$ cat src/rtl/pong_ball_ctrl.sv
// pong_ball_ctrl: ball state and per-pixel ball drawing for the pong demo.
// The ball lives on a tile grid (16 px tiles). It steps one tile every
// BALL_SPEED clocks while the game is active, bouncing off the walls, and is
// parked at the centre of the field while the game is idle.
// Optional feature macro: BALL_HIT_COUNT_EN adds o_Hit_Count, a saturating
// count of wall reflections (a corner hit counts twice).
module pong_ball_ctrl #(
  parameter int GAME_WIDTH  = 40,
  parameter int GAME_HEIGHT = 30,
  parameter int BALL_SPEED  = 1250000
) (
  input  logic       i_Clk,
  input  logic       i_Rst_L,
  input  logic       i_Game_Active,
  input  logic [9:0] i_Col_Count,
  input  logic [9:0] i_Row_Count,
`ifdef BALL_HIT_COUNT_EN
  output logic [7:0] o_Hit_Count,
`endif
  output logic       o_Draw_Ball,
  output logic [5:0] o_Ball_X,
  output logic [5:0] o_Ball_Y
);

  localparam int         CNT_W    = $clog2(BALL_SPEED);
  localparam logic [CNT_W-1:0] CNT_LAST = CNT_W'(BALL_SPEED - 1);
  localparam logic [5:0] CENTRE_X = 6'(GAME_WIDTH / 2);
  localparam logic [5:0] CENTRE_Y = 6'(GAME_HEIGHT / 2);
  localparam logic [5:0] LAST_X   = 6'(GAME_WIDTH - 1);
  localparam logic [5:0] LAST_Y   = 6'(GAME_HEIGHT - 1);

  typedef enum logic {IDLE, MOVING} state_t;

  state_t           state, state_nxt;
  logic [5:0]       ball_x, ball_y, x_nxt, y_nxt;
  logic             dir_x, dir_y, dx_nxt, dy_nxt;   // 1 = +1, 0 = -1
  logic [CNT_W-1:0] step_cnt, cnt_nxt;
  logic             step;
  logic [6:0]       x_stepped, y_stepped;           // {new_dir, new_pos}
  logic             hit_x, hit_y;
  logic             draw_ball_p1;

  // One tile step on one axis: reflect at either wall, else move along dir.
  function automatic logic [6:0] axis_step(input logic [5:0] pos,
                                           input logic       dir,
                                           input logic [5:0] last);
    logic [6:0] r;
    if (dir && pos == last)
      r = {1'b0, pos - 1'b1};
    else if (!dir && pos == 6'd0)
      r = {1'b1, 6'd1};
    else if (dir)
      r = {1'b1, pos + 1'b1};
    else
      r = {1'b0, pos - 1'b1};
    return r;
  endfunction

  // Candidate next position/direction for both axes; only used on a step.
  always_comb begin
    x_stepped = axis_step(ball_x, dir_x, LAST_X);
    y_stepped = axis_step(ball_y, dir_y, LAST_Y);
    hit_x     = x_stepped[6] != dir_x;
    hit_y     = y_stepped[6] != dir_y;
  end

  // Next-state logic: centring in IDLE, step timing and motion in MOVING.
  always_comb begin
    state_nxt = state;
    x_nxt     = ball_x;
    y_nxt     = ball_y;
    dx_nxt    = dir_x;
    dy_nxt    = dir_y;
    cnt_nxt   = step_cnt;
    step      = 1'b0;
    case (state)
      IDLE: begin
        x_nxt   = CENTRE_X;
        y_nxt   = CENTRE_Y;
        dx_nxt  = 1'b1;
        dy_nxt  = 1'b1;
        cnt_nxt = '0;
        if (i_Game_Active) state_nxt = MOVING;
      end
      MOVING: begin
        if (!i_Game_Active) begin
          // Abort wins over a pending step: re-centre on the same edge.
          state_nxt = IDLE;
          x_nxt     = CENTRE_X;
          y_nxt     = CENTRE_Y;
          dx_nxt    = 1'b1;
          dy_nxt    = 1'b1;
          cnt_nxt   = '0;
        end else if (step_cnt == CNT_LAST) begin
          cnt_nxt = '0;
          step    = 1'b1;
          x_nxt   = x_stepped[5:0];
          dx_nxt  = x_stepped[6];
          y_nxt   = y_stepped[5:0];
          dy_nxt  = y_stepped[6];
        end else begin
          cnt_nxt = step_cnt + 1'b1;
        end
      end
    endcase
  end

  // Ball state registers.
  always_ff @(posedge i_Clk or negedge i_Rst_L) begin
    if (!i_Rst_L) begin
      state    <= IDLE;
      ball_x   <= CENTRE_X;
      ball_y   <= CENTRE_Y;
      dir_x    <= 1'b1;
      dir_y    <= 1'b1;
      step_cnt <= '0;
    end else begin
      state    <= state_nxt;
      ball_x   <= x_nxt;
      ball_y   <= y_nxt;
      dir_x    <= dx_nxt;
      dir_y    <= dy_nxt;
      step_cnt <= cnt_nxt;
    end
  end

  // Stage p1: pixel-in-ball-tile flag, compared against the pre-edge position.
  always_ff @(posedge i_Clk or negedge i_Rst_L) begin
    if (!i_Rst_L)
      draw_ball_p1 <= 1'b0;
    else
      draw_ball_p1 <= (i_Col_Count[9:4] == ball_x) && (i_Row_Count[9:4] == ball_y);
  end

  assign o_Draw_Ball = draw_ball_p1;
  assign o_Ball_X    = ball_x;
  assign o_Ball_Y    = ball_y;

`ifdef BALL_HIT_COUNT_EN
  logic [7:0] hit_cnt;

  // Saturating add of 0..2 reflections to the 8-bit hit counter.
  function automatic logic [7:0] sat_add(input logic [7:0] cnt,
                                         input logic [1:0] inc);
    logic [8:0] sum;
    sum = {1'b0, cnt} + {7'd0, inc};
    return sum[8] ? 8'hFF : sum[7:0];
  endfunction

  // Reflection counter: cleared whenever idle, bumped on step edges.
  always_ff @(posedge i_Clk or negedge i_Rst_L) begin
    if (!i_Rst_L)
      hit_cnt <= 8'd0;
    else if (state == IDLE || state_nxt == IDLE)
      hit_cnt <= 8'd0;
    else if (step)
      hit_cnt <= sat_add(hit_cnt, {1'b0, hit_x} + {1'b0, hit_y});
  end

  assign o_Hit_Count = hit_cnt;
`endif

endmodule
$ cat config.mk
export PLATFORM = sky130hd
export DESIGN_NAME = pong_ball_ctrl
export DESIGN_NICKNAME = d
export VERILOG_FILES = /design/src/rtl/pong_ball_ctrl.sv
export SDC_FILE = /design/constraint.sdc
export NUM_CORES = 1
export LEC_CHECK = 0
export BUFFER_PORTS_ARGS = -buffer_cell sky130_fd_sc_hd__buf_2
export CELL_PAD_IN_SITES_DETAIL_PLACEMENT = 0
export CELL_PAD_IN_SITES_GLOBAL_PLACEMENT = 2
export CORE_ASPECT_RATIO = 0.5
export CORE_UTILIZATION = 33
export CTS_BUF_LIST = sky130_fd_sc_hd__clkbuf_4 sky130_fd_sc_hd__clkbuf_8
export DETAILED_ROUTE_END_ITERATION = 7
export GPL_TIMING_DRIVEN = 0
export PLACE_DENSITY_LB_ADDON = 0.1
export SLEW_MARGIN = 20
export SYNTH_ARGS = -nofsm -noshare
export SYNTH_HDL_FRONTEND = slang
export SYNTH_SLANG_ARGS = --single-unit
$ cat constraint.sdc
create_clock -name i_Clk -period 1.9 [get_ports i_Clk]
set_input_delay 0.285 -clock i_Clk [delete_from_list [all_inputs] [get_ports i_Clk]]
set_output_delay 0.285 -clock i_Clk [all_outputs]
set_load 0.05 [all_outputs]
* After elaboration in Yosys (flattened, before gate mapping)
Cells that the tools add are included.
** Cells by class
- Reductions and logical operators :: 9
- $add $sub $neg :: 5
- Bitwise operators :: 1
- Eq/ne operators :: 6
- Multiplexer cells :: 22
** Operator list (number)
- two-way mux 21 bit :: 2
- two-way mux 7 bit :: 6
- case mux 21 bit (2 select lines) :: 1
- two-way mux 6 bit :: 4
- case mux 6 bit (2 select lines) :: 2
- adder 21 x 1 -> 21 bit, second input constant :: 1
- == test 21 bit, second input constant :: 1
- adder 6 x 1 -> 6 bit, second input constant :: 2
- == test 6 bit :: 2
- zero test 6 bit :: 2
- subtractor 6 x 1 -> 6 bit, second input constant :: 2
- == test 6 x 5 -> 1 bit, second input constant :: 1
- == test 6 bit, second input constant :: 1
- logical AND 1 bit :: 5
- two-way mux 1 bit :: 5
- case mux 1 bit (2 select lines) :: 2
- inequality test 3 x 2 -> 1 bit, second input constant :: 1
- zero test 1 bit :: 2
- inverter 1 bit :: 1
** Word-level totals
- Bits in registers :: 37

* Logic depth before layout (Yosys ltp)
Gate-level depths: netlist of run 1.
- Word-level depth :: 7
- Depth in mapped cells :: 8

* Least setup slack after synthesis of run 1
OpenSTA, ideal clock, no wires.
- Path kind :: reg2reg
- Start point :: register ball_x[0] (netlist: o_Ball_X[0])
- End point :: register ball_x[4] (netlist: o_Ball_X[4])
- Period minus slack after synthesis :: 2.139 ns
- Path slack :: -0.239 ns
- Data required time :: 1.836 ns
- Cell stages (with the launch flop) :: 7
- Arrival time :: 2.074 ns
- Cells stage by stage :: dfrtp_1 -> inv_1 -> ha_1 -> or4b_1 -> a2bb2o_1 -> or4_1 -> nand3_1
** Between the ends
- Longest elaborated chain between the ends :: 7
- Elaborated cells on any way between the ends :: 12
** RTL lines
- from (decl) :: line 35 : logic [5:0] ball_x, ball_y, x_nxt, y_nxt;
- from (signal assigned) :: line 119 : ball_x <= x_nxt;
- subtractor 6 x 1 -> 6 bit (tied with other cells) :: line 49, 55
- two-way mux 7 bit or logical AND 1 bit (tied branches) :: line 52, 50
- two-way mux 7 bit :: line 50 : else if (!dir && pos == 6'd0)
- two-way mux 7 bit * :: line 48 : if (dir && pos == last)
- two-way mux 6 bit * :: line 94 : end else if (step_cnt == CNT_LAST) begin
- two-way mux 6 bit * :: line 86 : if (!i_Game_Active) begin
- case mux 6 bit (2 select lines) * :: line 76 : case (state)
Mark *: on every way between the ends. The rest lies on a longest branch, timed or not. The select of a mux whose other input is x is not followed.
A chain may end at the register's enable or synchronous reset.

* Worst setup path in the final report of run 1
- Start point :: register ball_y[1] (netlist: o_Ball_Y[1])
- End point :: register ball_y[5] (netlist: o_Ball_Y[5])
** Between the ends
- Longest elaborated chain between the ends :: 7
- Elaborated cells on any way between the ends :: 12
** RTL lines
- from (decl) :: line 35
- from (signal assigned) :: line 120 : ball_y <= y_nxt;
- subtractor 6 x 1 -> 6 bit (tied with other cells) :: line 49, 55
- two-way mux 7 bit or logical AND 1 bit (tied branches) :: line 52, 50
- two-way mux 7 bit :: line 50
- two-way mux 7 bit * :: line 48
- two-way mux 6 bit * :: line 94
- two-way mux 6 bit * :: line 86
- case mux 6 bit (2 select lines) * :: line 76
Marks and branches as above.

==> results of run 1 <==
## stage by stage
| step | utilization [%] | setup TNS, ns | instances | total power [mW] |
|---|---|---|---|---|
| finish | 44.6 | 0 | 396 | 1.48 |
| global route | 44.6 | -0.122 | 396 | 1.56 |
| CTS | 42.1 | 0 | 385 | 1.50 |
| detailed placement | 38.9 | -3.62 | 368 | 0.877 |
| global placement | 38.9 | -3.41 | 368 | 0.876 |
| floorplan | - | -0.0592 | 249 | 0.834 |
## power breakdown
part           switching, mW  leakage, nW  internal, mW
Clock                  0.307       0.0479         0.309
Sequential           0.00233        0.479         0.791
Combinational         0.0453        0.676        0.0269
Total                  0.355         1.20          1.13
## worst min-delay path by stage
stage | slack [ns] | end | start | cells after the start
after floorplan | -0.01 | o_Ball_X[0] | i_Rst_L | 0
after global placement | 0.43 | state | i_Game_Active | 1
after detailed placement | 0.44 | state | i_Game_Active | 1
after CTS | 0.12 | state | i_Game_Active | 1
after global routing | 0.11 | state | i_Game_Active | 1
final | 0.10 | o_Draw_Ball | i_Rst_L | 1
## logic make-up (layout without fill, tap and decap cells)
group,count (synthesis),count (layout)
fa+ha+maj,8,8
flops,37,37
simple gates,114,114
compound gates,43,43
xor+xnor,32,32
buf+inv,15,70
## worst register-to-register path, stage by stage (launching register included)
cell,delay [ns]
dfstp_4,0.62
inv_1,0.10
ha_1,0.21
nand3b_1,0.17
nand2_1,0.07
or4_1,0.49
a21oi_1,0.14
## cells in the mapped netlist, drive strengths merged (2+ instances only)
library cell   n
nor2          31
dfrtp         29
xnor2         20
nand2         18
o21ai         15
nand3         12
xor2          12
nor3          10
a21oi          9
nand4          9
clkbuf         8
dfstp          8
ha             8
a31oi          6
inv            6
or4            6
and3           5
and4           4
nor4           4
a211oi         3
or2            3
a21boi         2
and2           2
nand2b         2
nor4b          2
o211ai         2
## sequential cells by signal, indices dropped and copies added (netlist names)
name         cells
state            1
dir_y            1
o_Ball_X         6
o_Draw_Ball      1
dir_x            1
step_cnt        21
o_Ball_Y         6
## timing repair
action	CTS	global route
pin swaps	2	12
gates resized for setup	12	29
buffers inserted	10	11
setup endpoints to repair	31	33
## final cells by class
| cell class | instances | area, um2 | area share [%] |
|---|---|---|---|
| clock inverters | 1 | 7.51 | 0.251 |
| flip-flops and latches | 37 | 945 | 31.6 |
| inverters | 6 | 25.0 | 0.837 |
| well taps | 92 | 115 | 3.85 |
| plain buffers | 8 | 71.3 | 2.39 |
| repair buffers | 48 | 293 | 9.79 |
| clock buffers | 7 | 90.1 | 3.01 |
| multi-input cells | 197 | 1440 | 48.3 |
## routing by layer
layer / global-route usage (%) / part of all wire [%] / vias up / wire length, um
met5: 0 / 0 / - / 0
met3: 4.23 / 3.5 / 7 / 215
met4: 7.32 / 1.1 / 0 / 68
met1: 23.9 / 51 / 994 / 3100
met2: 29.1 / 44 / 36 / 2710
li1: - / - / 999 / -
==> impl_results.md, run 1 <==
* Post-route cell area at 2990 um2
* DR pass1 iterations at 4
* # fillers at 676
* Seq/Total Area, Yosys at 40.8%
* Sink Count at 37
* DRT antenna net count at 0
* Die Wd at 120 um
* Syn. warnings at 0
* Vias in the first global route at 1946
* R2R Setup Slk at 0.03 ns
* Clock slew at reported path FFs at 0.08 ns
* Initial antenna violation count at 0
* Max Root-Sink Buffers at 2
* Synthesis-to-finish area growth at 30.2%
* Final WL at 6090 um
* Count of different cell masters after synthesis at 49
* Largest family of logic cells by synthesized area: simple AND/OR/NAND/NOR gates
* Status: finished clean
* Leakage at 1.20 nW
* DP Area at 2600 um2
* Buf+Inv Stages, Crit Path at 1
* Maximum VDD drop at 0.000198 V
* Crit path max-delay family: simple AND/OR/NAND/NOR gates
* Hold Slack at 0.104 ns
* CP Capture Point: o_Ball_Y[5]
* Crit share post-route at 98.6%
* Unrepaired setup endpoints after global routing: yes
* RR Startpoint: o_Ball_Y[1]
* Final Max Slew Viols at 0
* Cts bufs inserted at 5
* Yosys top cell by area: dfrtp_1
* Pin count of the biggest net entering global routing at 38
* Post-Syn Area at 2300 um2
* Critical path arrival at 2.10 ns
* Worst skew pair latency at 0.30 ns
* Largest stage delay on the critical path at 0.62 ns
* Initial core utilization at 34.3%
* Post-synth EDFFs at 0
* Max-cap violations at 0
* CTS H-tree lvls at 2
* Clk root buf: clkbuf_8
* Final setup viols at 0
* Final Skew at 0.00586 ns
* Critical Path Fanout Max at 5
* Most frequent cells in the layout: 28 x nor2_1, 27 x buf_2, 25 x dfrtp_1
* Worst Path Required at 2.12 ns
* CP Capture Type: register
* Fraction of layout cells with a size suffix above 1 at 35.2%
* Period minus WS final at 1.87 ns
* Via/cell ratio at 5.14
* Synth Instances at 249
* Core Rows at 21
* Ys async rst share at 100%
* Core box area at 6700 um2
* Syn Nets at 280
* CP max stage cell: dfstp_4
* DP HPWL at 4090 um
* Slew headroom at 39.0%
* DIE AREA at 7320 um2
* Pwr Density at 496 nW/um2
* Class of the worst hold path: in2async
* CTS tree: yes
* Setup slack after layout at 0.0275 ns
* Routed vias at 2036
* Final-stage net count at 334
* Most common cell after layout, fill and taps aside: nor2_1
* Xor and xnor area share after synthesis at 12.2%
* Pre-CTS setup slack at -0.400 ns
* Transition time of the tightest slew-check pin at 0.915 ns
* Ys flop type: dfrtp_1
* Synth top area share at 31.6%
* Final RePlAce weighted congestion at 0.795
* Crit-path cells: inv_1, ha_1, nand3b_1, nand2_1, or4_1, a21oi_1
* Levels on crit path at 6
* First-pass GRT wire length at 9850 um
* Most area-consuming cells after synthesis: dfrtp_1 32%, dfstp_2 9.2%, xnor2_1 7.6%, nor2_1 4.9%, xor2_1 4.6%
* Post-synthesis mux area share at 0%
* Post-CTS Hold Buffers at 0
* GRT overflow at 0
* Global-route usage over all layers at 18.1%
* ANT cells at 0
* Crit path from: o_Ball_Y[1]
* Iter 0 DRT Violations at 71
* Compound-Gate Fraction of Synth Area at 11.6%
* Endpoints failing hold at 0
* Drt wl/cell at 15.4 um
* Post-synthesis adder-cell area fraction at 4.36%
* R2R depth at 6
* Yosys reg bits at 37
* Synth Area in Simple Gates at 28.1%
* Worst setup path class: reg2reg
* # IOs at 36
* IO Port Bufs at 27
* Die Ht at 61.0 um
* DRC viols at 0
* Worst setup SP type: register
* Reg2reg end: o_Ball_Y[5]
* Mean Syn Cell Area at 9.22 um2
* Fmax at 534 MHz
Power figures use the tool's default switching activity.
==> run 2, diff against run 1 <==
Settings changed: BUFFER_PORTS_ARGS -buffer_cell sky130_fd_sc_hd__buf_2 to -buffer_cell sky130_fd_sc_hd__buf_4.
==> impl_results.md, run 2 (synthesis results as in run 1) <==
* Die Ht at 61.0 um (unchanged)
* Maximum VDD drop at 0.000358 V (+81%)
* GRT overflow at 0 (unchanged)
* DIE AREA at 7320 um2 (unchanged)
* # IOs at 36 (unchanged)
* Initial core utilization at 34.3% (unchanged)
* Cts bufs inserted at 5 (unchanged)
* Leakage at 1.21 nW (+0.46%)
* P_sw at 0.356 mW (+0.42%)
* Fmax at 524 MHz (-2.0%)
* ANT cells at 0 (unchanged)
* Critical path arrival at 2.13 ns (+0.03 ns)
* Final setup viols at 1 (+1)
* Clock share of power at 44.6% (+3.0 points)
* Crit share post-route at 101% (+2.0 points)
* Worst Path Required at 2.12 ns (about the same)
* Fraction of layout cells with a size suffix above 1 at 36.7% (+1.5 points)
* Pin count of the biggest net entering global routing at 38 (unchanged)
* Core Rows at 21 (unchanged)
* Final Skew at 0.00953 ns (+0.00367 ns)
* Routed vias at 2051 (+0.74%)
* Clk root buf: clkbuf_8
* CTS tree: yes
* Unrepaired setup endpoints after global routing: yes
* Slew headroom at 57.6% (+19 points)
* DRT antenna net count at 0 (unchanged)
* Iter 0 DRT Violations at 68 (-4.2%)
* Global-route usage over all layers at 17.8% (-0.26 points)
* Setup slack after layout at -0.00989 ns (-0.0374 ns)
* Switch share at 22.6% (-1.3 points)
* Non-filler instance count after layout at 397 (+0.25%)
* Die Wd at 120 um (unchanged)
* Critical Path Fanout Max at 7 (+2)
* Max reg flops at 21 (unchanged)
* Class of the worst hold path: in2reg
* Violated checks: setup timing
* Worst skew pair latency at 0.30 ns (about the same)
* IO Port Bufs at 27 (unchanged)
* Endpoints failing hold at 0 (unchanged)
* Transition time of the tightest slew-check pin at 0.630 ns (-0.285 ns)
* First-pass GRT wire length at 9920 um (+0.70%)
* DR pass1 iterations at 4 (unchanged)
* Status: complete, but fails checks
* Initial antenna violation count at 0 (unchanged)
* Period minus WS final at 1.91 ns (+0.0374 ns)
* Clock slew at reported path FFs at 0.09 ns (about the same)
* Final Max Slew Viols at 0 (unchanged)
* Total placed cells including tap cells at 368 (unchanged)
* Sink Count at 37 (unchanged)
* Max Root-Sink Buffers at 2 (unchanged)
* DP HPWL at 4120 um (+0.83%)
* Most flops, register: step_cnt
* Most frequent cells in the layout: 48 x buf_4, 28 x nor2_1, 24 x dfrtp_1
* Total power at 1.57 mW (+6.3%)
* Via/cell ratio at 5.17 (+0.48%)
* Internal at 1.22 mW (+8.1%)
* Pwr Density at 513 nW/um2 (+3.4%)
* Core box area at 6700 um2 (unchanged)
* Final RePlAce weighted congestion at 0.754 (-5.2%)
* Worst setup path class: reg2reg
* Vias in the first global route at 2001 (+2.8%)
* Most common cell after layout, fill and taps aside: buf_4
* Drt wl/cell at 15.2 um (-0.99%)
* Synthesis-to-finish area growth at 33.8%
* CP Capture Type: register
* R2R Setup Slk at -0.01 ns (-0.04 ns)
* DRC viols at 0 (unchanged)
* Worst setup SP type: register
* Combinational Power Share at 5.0% (about the same)
* Sequential share of power at 50.3% (-3.2 points)
* Final-stage net count at 335 (+0.30%)
* CTS H-tree lvls at 2 (unchanged)
* Max-cap violations at 0 (unchanged)
* Final WL at 6040 um (-0.74%)
run 2: cell count changes in the layout (fill, tap and decap cells not counted), moves of 3 or more:
cell     change
buf_2       -27
buf_4       +25
o21ai_0      +3
o21ai_1      -3
run 2: area by class of cell:
class	instances	area, um2
Buffer	8	65.1
Clock buffer	5	68.8
Clock inverter	3	46.3
Fill cell	677	3630
Inverter	6	25.0
Multi-Input combinational cell	197	1440
Sequential cell	37	946
Tap cell	92	115
Timing Repair Buffer	49	370
run 2: power groups by stage:
stage               registers, mW  logic [mW]  clock network [mW]
detailed placement          0.809      0.0765                   0
global route                0.793      0.0901               0.761
CTS                         0.793      0.0817               0.739
floorplan                   0.808      0.0259                   0
global placement            0.808      0.0754                   0
finish                      0.793      0.0789               0.703
run 2: repair_timing:
action / CTS / global route
hold buffers: 1 / 0
endpoints found under the setup margin: 31 / 14
setup buffers: 10 / 11
gates resized for setup: 14 / 22
pin swaps: 4 / 13
hold endpoints to repair: 29 / 0
run 2: critical path: stages, from the launching register on:
cell and delay [ns]:
dfrtp_1 0.43, nor4_2 0.28, and4b_2 0.34, nand3_4 0.13, or4_4 0.50, a21oi_2 0.15
run 2: worst paths after layout:
kind | start | to | cells past startpoint
setup reg to reg | step_cnt[10] | o_Ball_X[3] | 5
hold / removal | i_Game_Active | state | 1
max in group asynchronous | i_Rst_L | o_Ball_Y[4] | 2
min in group asynchronous | i_Rst_L | o_Draw_Ball | 2
setup / recovery | step_cnt[10] | o_Ball_X[3] | 5
hold reg to reg | dir_x | dir_x | 2
run 2: layer usage:
layer / wire (um) / track usage, % / up-vias
met1: 2940 / 23.0 / 1010
met4: 46 / 3.75 / 0
met5: 0 / 0 / -
met2: 2820 / 30.8 / 32
li1: - / - / 1002
met3: 237 / 4.42 / 7
run 2: per-stage QoR:
stage | setup slack, ns | util, % | hold slack [ns] | TNS (ns) | instance area, um2
global route | -0.109 | 45.8 | 0.0975 | -0.457 | 3070
global placement | -0.419 | 39.9 | 0.292 | -3.40 | 2670
detailed placement | -0.414 | 39.9 | 0.300 | -4.42 | 2670
floorplan | -0.0515 | - | -0.0106 | -0.0592 | 2350
CTS | 0.00136 | 43.7 | 0.100 | 0 | 2930
finish | -0.00989 | 45.8 | 0.115 | -0.00989 | 3070
==> run 3, diff against run 2 <==
Settings changed: SETUP_SLACK_MARGIN set to 0.1.
==> impl_results.md, run 3 (synthesis results as in run 1) <==
* Pre-CTS setup slack at -0.183 ns (+0.231 ns)
* # IOs at 36 (unchanged)
* Total power at 1.58 mW (about the same)
* CTS tree: yes
* Crit path max-delay family: simple AND/OR/NAND/NOR gates
* Buf+Inv Stages, Crit Path at 0 (unchanged)
* Sink Count at 37 (unchanged)
* Critical Path Fanout Max at 3 (-4)
* Clk root buf: clkbuf_8
* Pin count of the biggest net entering global routing at 38 (unchanged)
* DR pass1 iterations at 4 (unchanged)
* CTS H-tree lvls at 2 (unchanged)
* Synthesis-to-finish area growth at 38.8%
* Multi-input logic area at 1500 um2 (+4.3%)
* Worst setup SP type: register
* Die Wd at 120 um (unchanged)
* Leakage at 1.27 nW (+5.1%)
* Most common cell after layout, fill and taps aside: buf_4
* Period minus WS final at 1.87 ns (-0.0374 ns)
* Most flops, register: step_cnt
* CP Capture Type: register
* Core box area at 6700 um2 (unchanged)
* Pwr Density at 495 nW/um2 (-3.5%)
* IO Port Bufs at 27 (unchanged)
* Final core occ at 47.6% (+1.7 points)
* First-pass GRT wire length at 10400 um (+4.9%)
* DIE AREA at 7320 um2 (unchanged)
* Cts bufs inserted at 5 (unchanged)
* Final Max Slew Viols at 0 (unchanged)
* Status: finished clean
* Slew headroom at 66.9% (+9.3 points)
* Maximum VDD drop at 0.000253 V (-29%)
* Worst skew pair latency at 0.31 ns (about the same)
* Final setup viols at 0 (-1)
* FF/Latch Area at 945 um2 (-0.13%)
* Iter 0 DRT Violations at 154 (+130%)
* Max-cap violations at 0 (unchanged)
* Crit-path cells: or4_4, nor3_4, a31oi_2, or4_4, a21oi_2
* Final Skew at 0.00828 ns (-0.00125 ns)
* ANT cells at 0 (unchanged)
* Final-stage net count at 342 (+2.1%)
* Final RePlAce weighted congestion at 0.776 (+2.9%)
* Clock slew at reported path FFs at 0.08 ns (about the same)
* Drt wl/cell at 15.4 um (+1.4%)
* Die Ht at 61.0 um (unchanged)
* Worst setup path class: reg2reg
* DRT antenna net count at 0 (unchanged)
* Initial core utilization at 34.3% (unchanged)
* Most frequent cells in the layout: 54 x buf_4, 28 x nor2_1, 25 x dfrtp_1
* Final WL at 6240 um (+3.2%)
* Fraction of layout cells with a size suffix above 1 at 39.7% (+3.0 points)
* CP max stage cell: or4_4
* Max reg flops at 21 (unchanged)
* Vias in the first global route at 2083 (+4.1%)
* Fmax at 534 MHz (+2.0%)
* Setup slack after layout at 0.0275 ns (+0.0374 ns)
* DP HPWL at 4100 um (-0.51%)
* Initial antenna violation count at 0 (unchanged)
* DRC viols at 0 (unchanged)
* Largest stage delay on the critical path at 0.57 ns (+0.07 ns)
* Worst Path Required at 2.13 ns (about the same)
* Global-route usage over all layers at 18.8% (+0.96 points)
* Crit share post-route at 98.6% (-2.0 points)
* Routed vias at 2058 (+0.34%)
* CP most frequent cell: or4_4
* GRT overflow at 0 (unchanged)
* Endpoints failing hold at 0 (unchanged)
* Unrepaired setup endpoints after global routing: yes
* Critical path arrival at 2.10 ns (-0.03 ns)
* Core Rows at 21 (unchanged)
* Via/cell ratio at 5.09 (-1.4%)
* # fillers at 664 (-1.9%)
* Transition time of the tightest slew-check pin at 0.496 ns (-0.134 ns)
* Setup TNS at 0 ns (+0.00989 ns)
* Class of the worst hold path: in2reg
* Max Root-Sink Buffers at 2 (unchanged)
## run 3: cell types whose count changed in the layout (fill, tap and decap cells not counted), moves of 2 or more
cell	previous run	this run
ha_1	6	4
or4_1	2	4
buf_4	48	54
or4_4	4	2
nor3_1	8	6
o21ai_1	1	5
o21ai_0	14	9
## run 3: repair_timing
| item | CTS | global route |
|---|---|---|
| buffers inserted | 22 | 6 |
| gates resized for setup | 19 | 26 |
| pin swaps | 18 | 13 |
| endpoints found under the hold margin | 29 | 0 |
| hold buffers | 1 | 0 |
| endpoints found under the setup margin | 31 | 28 |
## run 3: final timing paths
check	from	endpoint	slack [ns]	cells past startpoint
max	o_Ball_Y[3]	o_Ball_Y[5]	0.03	5
min	i_Game_Active	state	0.11	1
max reg2reg	o_Ball_Y[3]	o_Ball_Y[5]	0.03	5
min reg2reg	step_cnt[20]	step_cnt[20]	0.56	2
max in group asynchronous	i_Rst_L	o_Ball_Y[0]	1.04	2
min in group asynchronous	i_Rst_L	o_Draw_Ball	0.48	2
## run 3: metal layers
metal,vias up,track usage (%),share of wire (%)
met3,7,4.32,3.4
met1,1011,24.0,49
met2,26,32.2,46
li1,1014,-,-
met5,-,0,0
met4,0,6.07,1.0
## run 3: area by class of cell
type	instances	area share (%)
Multi-Input combinational cell	197	47.0
Sequential cell	37	29.6
Timing Repair Buffer	56	13.4
Tap cell	92	3.61
Clock buffer	5	2.16
Buffer	8	2.00
Clock inverter	3	1.45
Inverter	6	0.785
## run 3: stage by stage
step                      area [um2]  hold slack [ns]  cells
after floorplan                 2370          -0.0106    249
after global placement          2690            0.285    368
after detailed placement        2690            0.296    368
after CTS                       3050            0.100    398
after global routing            3190            0.107    404
final                           3190            0.111    404
## run 3: power breakdown
group	total, mW	leakage, nW	switching, mW	internal, mW
clock	0.704	0.0543	0.312	0.393
combinational	0.0790	0.737	0.0440	0.0349
sequential	0.793	0.479	0.00229	0.791
total	1.58	1.27	0.358	1.22
